==> config.mk <==
export PLATFORM = sky130hd
export DESIGN_NAME = seq_control_unit_flat
export DESIGN_NICKNAME = d
export VERILOG_FILES = /design/src/rtl/seq_control_unit_if.sv /design/src/rtl/seq_control_unit.sv /design/src/flat_wrapper.sv
export SDC_FILE = /design/constraint.sdc
export NUM_CORES = 1
export LEC_CHECK = 0
export BUFFER_PORTS_ARGS = -buffer_cell sky130_fd_sc_hd__buf_2
export CORE_MARGIN = 2
export CORE_UTILIZATION = 39
export CTS_BUF_LIST = sky130_fd_sc_hd__clkbuf_4
export DETAILED_ROUTE_END_ITERATION = 10
export PLACE_DENSITY = 0.7
export SLEW_MARGIN = 0
export SYNTH_ARGS = -nofsm -noshare
export SYNTH_HDL_FRONTEND = slang
export SYNTH_SLANG_ARGS = --single-unit
==> constraint.sdc <==
create_clock -name clk -period 2.4 [get_ports clk]
set_input_delay 0.36 -clock clk [delete_from_list [all_inputs] [get_ports clk]]
set_output_delay 0.36 -clock clk [all_outputs]
set_load 0.005 [all_outputs]
==> src/rtl/seq_control_unit_if.sv <==
// ---------------------------------------------------------------------------
// seq_control_unit_if
// Bundles the instruction-memory handshake and the decoded datapath controls
// that connect the sequencer to instruction memory and the ALU/RegFile.
//
// Signals:
//   instr        instruction word {opcode, ra1, ra2, wa}, MSB first
//   instr_valid  instr is valid for the current pc
//   pc           program counter presented to instruction memory
//   opcode       ALU opcode decoded from the instruction register
//   ra1, ra2     RegFile read addresses decoded from the instruction register
//   wa           RegFile write address decoded from the instruction register
//   we           RegFile write enable
//
// Modports:
//   master  the sequencer side (drives pc and the decoded controls)
//   slave   the memory/datapath side (drives instr and instr_valid)
// ---------------------------------------------------------------------------
interface seq_control_unit_if #(
    parameter int OP_W = 3,
    parameter int RA_W = 2,
    parameter int PC_W = 8
);
    logic [OP_W+3*RA_W-1:0] instr;
    logic                   instr_valid;
    logic [PC_W-1:0]        pc;
    logic [OP_W-1:0]        opcode;
    logic [RA_W-1:0]        ra1;
    logic [RA_W-1:0]        ra2;
    logic [RA_W-1:0]        wa;
    logic                   we;

    modport master (
        input  instr, instr_valid,
        output pc, opcode, ra1, ra2, wa, we
    );

    modport slave (
        output instr, instr_valid,
        input  pc, opcode, ra1, ra2, wa, we
    );
endinterface

==> src/rtl/seq_control_unit.sv <==
// ---------------------------------------------------------------------------
// seq_control_unit
// Multi-cycle control FSM for the 8-bit ALU/RegFile CPU. Each instruction
// takes FETCH -> EXECUTE -> WRITEBACK -> NEXT (FETCH may stall on
// instr_valid). Supports start/restart, HALT and JMP opcodes, and counts
// retired instructions.
//
// Ports:
//   clk      clock, all state updates on the rising edge
//   reset    synchronous active-high reset
//   start    one-cycle pulse, begins execution at pc=0 from IDLE or DONE
//   bus      seq_control_unit_if.master: instr/instr_valid in,
//            pc/opcode/ra1/ra2/wa/we out
//   busy     high in FETCH, EXECUTE, WRITEBACK and NEXT
//   done     high in DONE
//   retired  instructions completed since the last start (saturating)
// ---------------------------------------------------------------------------
module seq_control_unit #(
    parameter int              OP_W    = 3,
    parameter int              RA_W    = 2,
    parameter int              PC_W    = 8,
    parameter int              LAST_PC = 2**PC_W - 1,
    parameter logic [OP_W-1:0] HALT_OP = OP_W'(3'b111),
    parameter logic [OP_W-1:0] JMP_OP  = OP_W'(3'b110),
    parameter int              CNT_W   = 16
) (
    input  logic                 clk,
    input  logic                 reset,
    input  logic                 start,
    seq_control_unit_if.master   bus,
    output logic                 busy,
    output logic                 done,
    output logic [CNT_W-1:0]     retired
);

    localparam int IR_W  = OP_W + 3*RA_W;
    localparam int TGT_W = 3*RA_W;
    localparam logic [PC_W-1:0] LAST_PC_V = PC_W'(LAST_PC);

    typedef enum logic [2:0] {
        IDLE,
        FETCH,
        EXECUTE,
        WRITEBACK,
        NEXT,
        DONE
    } state_t;

    state_t            state_q, state_d;
    logic [PC_W-1:0]   pc_q, pc_d;
    logic [IR_W-1:0]   ir_q, ir_d;
    logic [CNT_W-1:0]  retired_q, retired_d;

    logic [OP_W-1:0]   ir_opcode;
    logic              ir_is_halt;
    logic              ir_is_jmp;
    logic [PC_W-1:0]   jmp_target;

    // Decode always comes from the registered IR so the datapath sees stable
    // fields for the whole instruction, even while instr changes in FETCH.
    assign ir_opcode  = ir_q[IR_W-1 -: OP_W];
    assign ir_is_halt = (ir_opcode == HALT_OP);
    assign ir_is_jmp  = (ir_opcode == JMP_OP);

    // The jump target is the concatenated {ra1, ra2, wa} field, resized to
    // the pc width (zero-extended when narrower, truncated when wider).
    assign jmp_target = PC_W'(ir_q[TGT_W-1:0]);

    assign bus.opcode = ir_opcode;
    assign bus.ra1    = ir_q[3*RA_W-1 -: RA_W];
    assign bus.ra2    = ir_q[2*RA_W-1 -: RA_W];
    assign bus.wa     = ir_q[RA_W-1:0];
    assign bus.pc     = pc_q;
    assign retired    = retired_q;

    // State register: synchronous reset wins over everything, including a
    // start pulse arriving in the same cycle.
    always_ff @(posedge clk) begin
        if (reset) begin
            state_q   <= IDLE;
            pc_q      <= '0;
            ir_q      <= '0;
            retired_q <= '0;
        end else begin
            state_q   <= state_d;
            pc_q      <= pc_d;
            ir_q      <= ir_d;
            retired_q <= retired_d;
        end
    end

    // Next-state and output logic. Everything holds by default; each state
    // only overrides what it changes.
    always_comb begin
        state_d   = state_q;
        pc_d      = pc_q;
        ir_d      = ir_q;
        retired_d = retired_q;
        bus.we    = 1'b0;
        busy      = 1'b0;
        done      = 1'b0;

        case (state_q)
            IDLE: begin
                if (start) begin
                    pc_d      = '0;
                    retired_d = '0;
                    state_d   = FETCH;
                end
            end

            FETCH: begin
                busy = 1'b1;
                if (bus.instr_valid) begin
                    ir_d    = bus.instr;
                    state_d = EXECUTE;
                end
            end

            EXECUTE: begin
                busy    = 1'b1;
                state_d = WRITEBACK;
            end

            WRITEBACK: begin
                busy    = 1'b1;
                // Control-flow opcodes produce no ALU result to store.
                bus.we  = !(ir_is_halt || ir_is_jmp);
                state_d = NEXT;
            end

            NEXT: begin
                busy = 1'b1;
                if (retired_q != {CNT_W{1'b1}}) begin
                    retired_d = retired_q + 1'b1;
                end
                // HALT beats JMP beats end-of-program; a JMP at LAST_PC still
                // jumps rather than finishing.
                if (ir_is_halt) begin
                    state_d = DONE;
                end else if (ir_is_jmp) begin
                    pc_d    = jmp_target;
                    state_d = FETCH;
                end else if (pc_q == LAST_PC_V) begin
                    state_d = DONE;
                end else begin
                    pc_d    = pc_q + 1'b1;
                    state_d = FETCH;
                end
            end

            DONE: begin
                done = 1'b1;
                if (start) begin
                    pc_d      = '0;
                    retired_d = '0;
                    state_d   = FETCH;
                end
            end

            default: begin
                state_d = IDLE;
            end
        endcase
    end

endmodule

==> src/flat_wrapper.sv <==
// flat-port wrapper written by rule: the top's interface ports become plain ports
module seq_control_unit_flat 
#(
    parameter int              OP_W    = 3,
    parameter int              RA_W    = 2,
    parameter int              PC_W    = 8,
    parameter int              LAST_PC = 2**PC_W - 1,
    parameter logic [OP_W-1:0] HALT_OP = OP_W'(3'b111),
    parameter logic [OP_W-1:0] JMP_OP  = OP_W'(3'b110),
    parameter int              CNT_W   = 16
)
  (clk, reset, start, busy, done, retired, bus_instr, bus_instr_valid, bus_pc, bus_opcode, bus_ra1, bus_ra2, bus_wa, bus_we);
  seq_control_unit_if #(.OP_W(OP_W), .RA_W(RA_W), .PC_W(PC_W)) bus_i ();
  input  logic clk;
  input  logic reset;
  input  logic start;
  output logic busy;
  output logic done;
  output logic [CNT_W-1:0] retired;
  input wire logic [$bits(bus_i.instr)-1:0] bus_instr;
  input wire logic [$bits(bus_i.instr_valid)-1:0] bus_instr_valid;
  output wire logic [$bits(bus_i.pc)-1:0] bus_pc;
  output wire logic [$bits(bus_i.opcode)-1:0] bus_opcode;
  output wire logic [$bits(bus_i.ra1)-1:0] bus_ra1;
  output wire logic [$bits(bus_i.ra2)-1:0] bus_ra2;
  output wire logic [$bits(bus_i.wa)-1:0] bus_wa;
  output wire logic [$bits(bus_i.we)-1:0] bus_we;
  assign bus_i.instr = bus_instr;
  assign bus_i.instr_valid = bus_instr_valid;
  assign bus_pc = bus_i.pc;
  assign bus_opcode = bus_i.opcode;
  assign bus_ra1 = bus_i.ra1;
  assign bus_ra2 = bus_i.ra2;
  assign bus_wa = bus_i.wa;
  assign bus_we = bus_i.we;
  seq_control_unit #(.OP_W(OP_W), .RA_W(RA_W), .PC_W(PC_W), .LAST_PC(LAST_PC), .HALT_OP(HALT_OP), .JMP_OP(JMP_OP), .CNT_W(CNT_W)) u_core (.clk(clk), .reset(reset), .start(start), .bus(bus_i), .busy(busy), .done(done), .retired(retired));
endmodule
# Yosys cells after proc, flatten, opt, wreduce, memory -nomap -nowiden
# Cells that the tools add are included.
dict set report op_classes {
  add_sub_neg 2
  eq_ne 14
  mux 17
  reduce_logical 10
}
# op count
set op_table {}
lappend op_table {{$mux W16} 2}
lappend op_table {{$mux W8} 4}
lappend op_table {{$pmux W16 S2} 1}
lappend op_table {{$add A16 B1 Y16 const B} 1}
lappend op_table {{$ne A16 B16 Y1 const B} 1}
lappend op_table {{$pmux W8 S2} 1}
lappend op_table {{$mux W3} 5}
lappend op_table {{$pmux W3 S5} 1}
lappend op_table {{$eq A3 B3 Y1 const B} 4}
lappend op_table {{$add A8 B1 Y8 const B} 1}
lappend op_table {{$eq A8 B8 Y1 const B} 1}
lappend op_table {{$eq A3 B2 Y1 const B} 2}
lappend op_table {{$ne A2 B1 Y1 const B} 2}
lappend op_table {{$ne A2 B2 Y1 const B} 2}
lappend op_table {{$reduce_and A2 Y1} 2}
lappend op_table {{$reduce_and A4 Y1} 1}
lappend op_table {{$reduce_or A4 Y1} 1}
lappend op_table {{$eq A3 B1 Y1 const B} 1}
lappend op_table {{$logic_not A3 Y1} 1}
lappend op_table {{$mux W1} 3}
lappend op_table {{$ne A3 B2 Y1 const B} 1}
lappend op_table {{$reduce_and A3 Y1} 1}
lappend op_table {{$reduce_bool A2 Y1} 1}
lappend op_table {{$reduce_or A2 Y1} 1}
lappend op_table {{2 further kinds} 2}
dict set report totals {
  ff_bits 36
  inputBits 13
  out_inout_bits 36
  elab_cells 47
}

# Longest topological paths before layout
dict set report depth {
  word_depth 5
  mapped_depth 7
  mapped_depth_nobuf 6
}

# Worst setup path after synthesis
# No wires, ideal clock.
dict set report synth_timing {
  path_type {register -> register}
  start {reg u_core.retired_q[0], in the netlist u_core.retired[0]}
  end {reg u_core.retired_q[4], in the netlist u_core.retired[4]}
  setup_time_ns 0.117
  arrival_time_ns 1.632
  t_required_ns 2.283
  setup_slack_ns 0.650
  path_stages_with_launch 7
  path_buffers 0
  period_less_slack_ns 1.750
  path_cell_list {dfxtp_1 ha_1 nand3_2 nor3_4 a31oi_2 nor2b_4 a32o_1}
}
dict set report synth_via {
  elab_chain_cells 3
  elab_cells_between_ends 6
  classes_between {add/sub (1); eq/ne (2); mux (2); reduce/logical (1)}
}
# element line
set synth_rtl {}
lappend synth_rtl {{from (decl)} seq_control_unit.sv:52} ;# logic [CNT_W-1:0] retired_q, retired_d;
lappend synth_rtl {{from (signal assigned)} seq_control_unit.sv:88} ;# retired_q <= retired_d;
lappend synth_rtl {{$add A16 B1 Y16 / $ne A16 B16 Y1 (equally long branches)} {seq_control_unit.sv:135, seq_control_unit.sv:134}}
lappend synth_rtl {{$mux W16 / $ne A2 B1 Y1 (equally long branches)} --}
lappend synth_rtl {{$pmux W16 S2 / $reduce_and A3 Y1 (equally long branches)} --}
# Parallel ways exist; a longest one is shown, timed or not. The select of a mux whose other input is x is not followed.
# A chain may end at the register's enable or synchronous reset.

# Worst setup path after layout
dict set report layout_timing {
  start {reg u_core.retired_q[1], in the netlist u_core.retired[1]}
  end {reg u_core.retired_q[4], in the netlist u_core.retired[4]}
}
# Same word-level chain as after synthesis.

==> results.toml <==
[setup_path]
slowest_delay_ns = 0.42
required_ns = 2.65
crit_start = "u_core.retired[1]"
end_kind = "register"
critPathSlowestCell = "dfxtp_1"
critical_path.top_delay_family = "simple AND/OR/NAND/NOR gates"
path_buf_inv = 0
crit_chain = "ha_1 > nand3_2 > nor3_4 > a31oi_2 > nor2b_4 > a32o_1"
r2r_start = "u_core.retired[1]"
path_class = "reg2reg"
crit_path_start_kind = "register"
worst_r2r_path_depth = 6
ff2ff_setup_slack_ns = 0.44
cp_max_fo = 9
arrival_ns = 2.21
cp.depth = 6
rr_endpoint = "u_core.retired[4]"
endpoint = "u_core.retired[4]"

[timing]
fmax_mhz = 510
hold_viol = 0
hold_slack_ns = 0.245
slew_headroom_pct = 61.4
fin_crit_ns = 1.96
setup_viol = 0
rsz0062_at_grt = "false"
slew_violations = 0
worst_slew_pin_slew_ns = 0.576
final.setup.tns_ns = 0
finalCritPeriodShare_pct = 81.7
finalClockSkew_ns = 0.0147
setup_ws_ns = 0.438

[synth]
yosysSeqAreaShare_pct = 37.6
syn_area_um2 = 1920
synth_adder_area_share_pct = 1.31
synthSimpleGateAreaFrac_pct = 28.9
synth_cells = 239
ys_ff_latch = 36
synth_top_family_by_area = "simple AND/OR/NAND/NOR gates"
syn_avg_cell_area_um2 = 8.02
yosysWarnings = 0
yosysUniqueCellTypes = 53
synth-compound-area-share_pct = 23.1
synthMuxAreaShare_pct = 2.22
synth_top_area_cell = "dfxtp_1"
synth.area.top_cells = "dfxtp_1 38%, a21oi_1 6.3%, nand2_1 6.3%"
yosys.area_share.xor_xnor_pct = 3.14
yosysTopAreaCellShare_pct = 37.6
syn_nets = 254

[status]
status = "finished, final reports clean"

[global_route]
met2_usage_pct = 27.7
grt_max_degree = 24
gr-total-overflow = 0
use_met1_pct = 23.8
grt_antenna_before_repair = 0
grt_pass1_vias = 1731
grt_usage_pct = 17.7
use_met3_pct = 4.61
busiest_layer = "met2"
grt_pass1_wl_mm = 7.72

[clock_network]
cts_buffers = 5
cts_root_buf = "clkbuf_4"
holdBufCountCts = 0
post_cts_buffers = 0
clk_latency_ns = 0.34
clk_path_buf_depth = 2
cts_sinks = 36
htreeDepth = 2
cts_resized = 0
cts_tree = "done"
path_clk_slew_ns = 0.11

[route]
drc_errors = 0
vias = 1896
drt_iter0_markers = 150
vias_per_cell = 5.36
wl_per_cell_um = 12.6
drtPass1Iterations = 4
routed_wl_mm = 4.45
final_antenna_net_count = 0

[finish]
fillers = 470
multi_input_area_um2 = 1120
syn2layout_area_growth_pct = 17.8
final-seq-area_um2 = 721
nNetsFinal = 302
drive_above_1_share_pct = 25.1
num_antenna_cells = 0

[pwr]
power_density_nw_per_um2 = 485
ir_drop_mv = 0.297
p_leak_nw = 0.949

[die]
num_rows = 25
start_util_pct = 40.6
die_area_um2 = 5490
ioPinCount = 49
coreArea_um2 = 4720
die_h_um = 74.1
die_w_um = 74.1

[placement]
place_congestion = 0.868
io_buffers = 48
place_ws_ns = 0.465
dp_hpwl_mm = 3.26

[min_path]
hp-class = "in2reg"
min_from = "bus_instr[5]"

[flow_run]
maxCapViolCount = 0
==> metrics by stage <==
stage	utilization, %	total power [mW]	area, um^2	instances
6_report	47.8	1.09	2260	354
5_1_grt	47.8	1.15	2260	354
4_1_cts	47.8	1.11	2260	354
3_5_place_dp	46.7	0.788	2210	347
3_3_place_gp	46.7	0.787	2210	347
2_1_floorplan	-	0.745	1920	239
==> worst min-delay path: stages <==
cell	delay (ns)
buf_2	0.10
nand2_1	0.04
a21oi_1	0.05
==> registers in the layout, summed over array words and instances, names as in the netlist <==
name / cells
u_core.bus.pc: 8
u_core.ir_q: 9
u_core.retired: 16
u_core.state_q: 3
==> metal layers <==
layer	share of wire (%)	routed length (um)
met1	48	2120
met2	44	1950
met3	7.1	318
met4	1.3	56
met5	0	0
==> synthesized netlist by cell type (all sizes together) <==
cell,number
a311oi,1
nand4,10
o32ai,3
o31ai,1
and4b,1
o311ai,1
a21oi,25
a32o,4
nand2b,2
clkbuf,3
mux2,2
nor3b,2
dfxtp,36
a31oi,5
nor2b,3
nand2,32
a21o,1
and2,2
a31o,1
mux2i,2
o21ai,23
and3b,2
nor4,2
inv,8
or3,2
xnor2,5
nor2,23
xor2,1
ha,2
o22a,1
a211o,1
and3,7
o211a,1
nand3,10
or2,1
a2111oi,1
buf,5
o211ai,1
nor3,6
==> power breakdown <==
group	total [mW]	internal [mW]	switching, mW
Sequential	0.632	0.610	0.0221
Clock	0.319	0.119	0.200
Combinational	0.143	0.0578	0.0857
Total	1.09	0.787	0.308
==> cells by family after synthesis <==
logic type	after synthesis
simple gates	105
flops	36
fa+ha+maj	2
compound gates	70
xor+xnor	6
mux	4
buf+inv	16
==> worst min-delay path by stage <==
stage                                     to  cells after the start
after floorplan           u_core.retired[14]                      1
after global placement        u_core.ir_q[3]                      2
after detailed placement      u_core.ir_q[3]                      2
after CTS                     u_core.ir_q[1]                      3
after global routing          u_core.ir_q[5]                      3
final                         u_core.ir_q[5]                      3
==> final cells by class <==
class	count	area share, %
clock buffer	6	2.00
clock inverter	1	0.222
inverter	8	1.33
multi-input combinational	187	49.8
sequential	36	31.9
tap	67	3.72
timing repair buffer	49	11.0
==> placed cells by master, fill, tap and decap left out, drive strengths merged <==
cell type,synthesis,layout
a2111oi,1,1
a211o,1,1
a21o,1,1
a21oi,25,25
a311oi,1,1
a31o,1,1
a31oi,5,5
a32o,4,4
and2,2,2
and3,7,7
and3b,2,2
and4b,1,1
buf,5,49
clkbuf,3,6
clkinv,0,1
dfxtp,36,36
ha,2,2
inv,8,8
mux2,2,2
mux2i,2,2
nand2,32,32
nand2b,2,2
nand3,10,10
nand4,10,10
nor2,23,23
nor2b,3,3
nor3,6,6
nor3b,2,2
nor4,2,2
o211a,1,1
o211ai,1,1
o21ai,23,23
o22a,1,1
o311ai,1,1
o31ai,1,1
o32ai,3,3
or2,1,1
or3,2,2
xnor2,5,5
xor2,1,1
No activity file was read; power rests on OpenSTA's default activity.
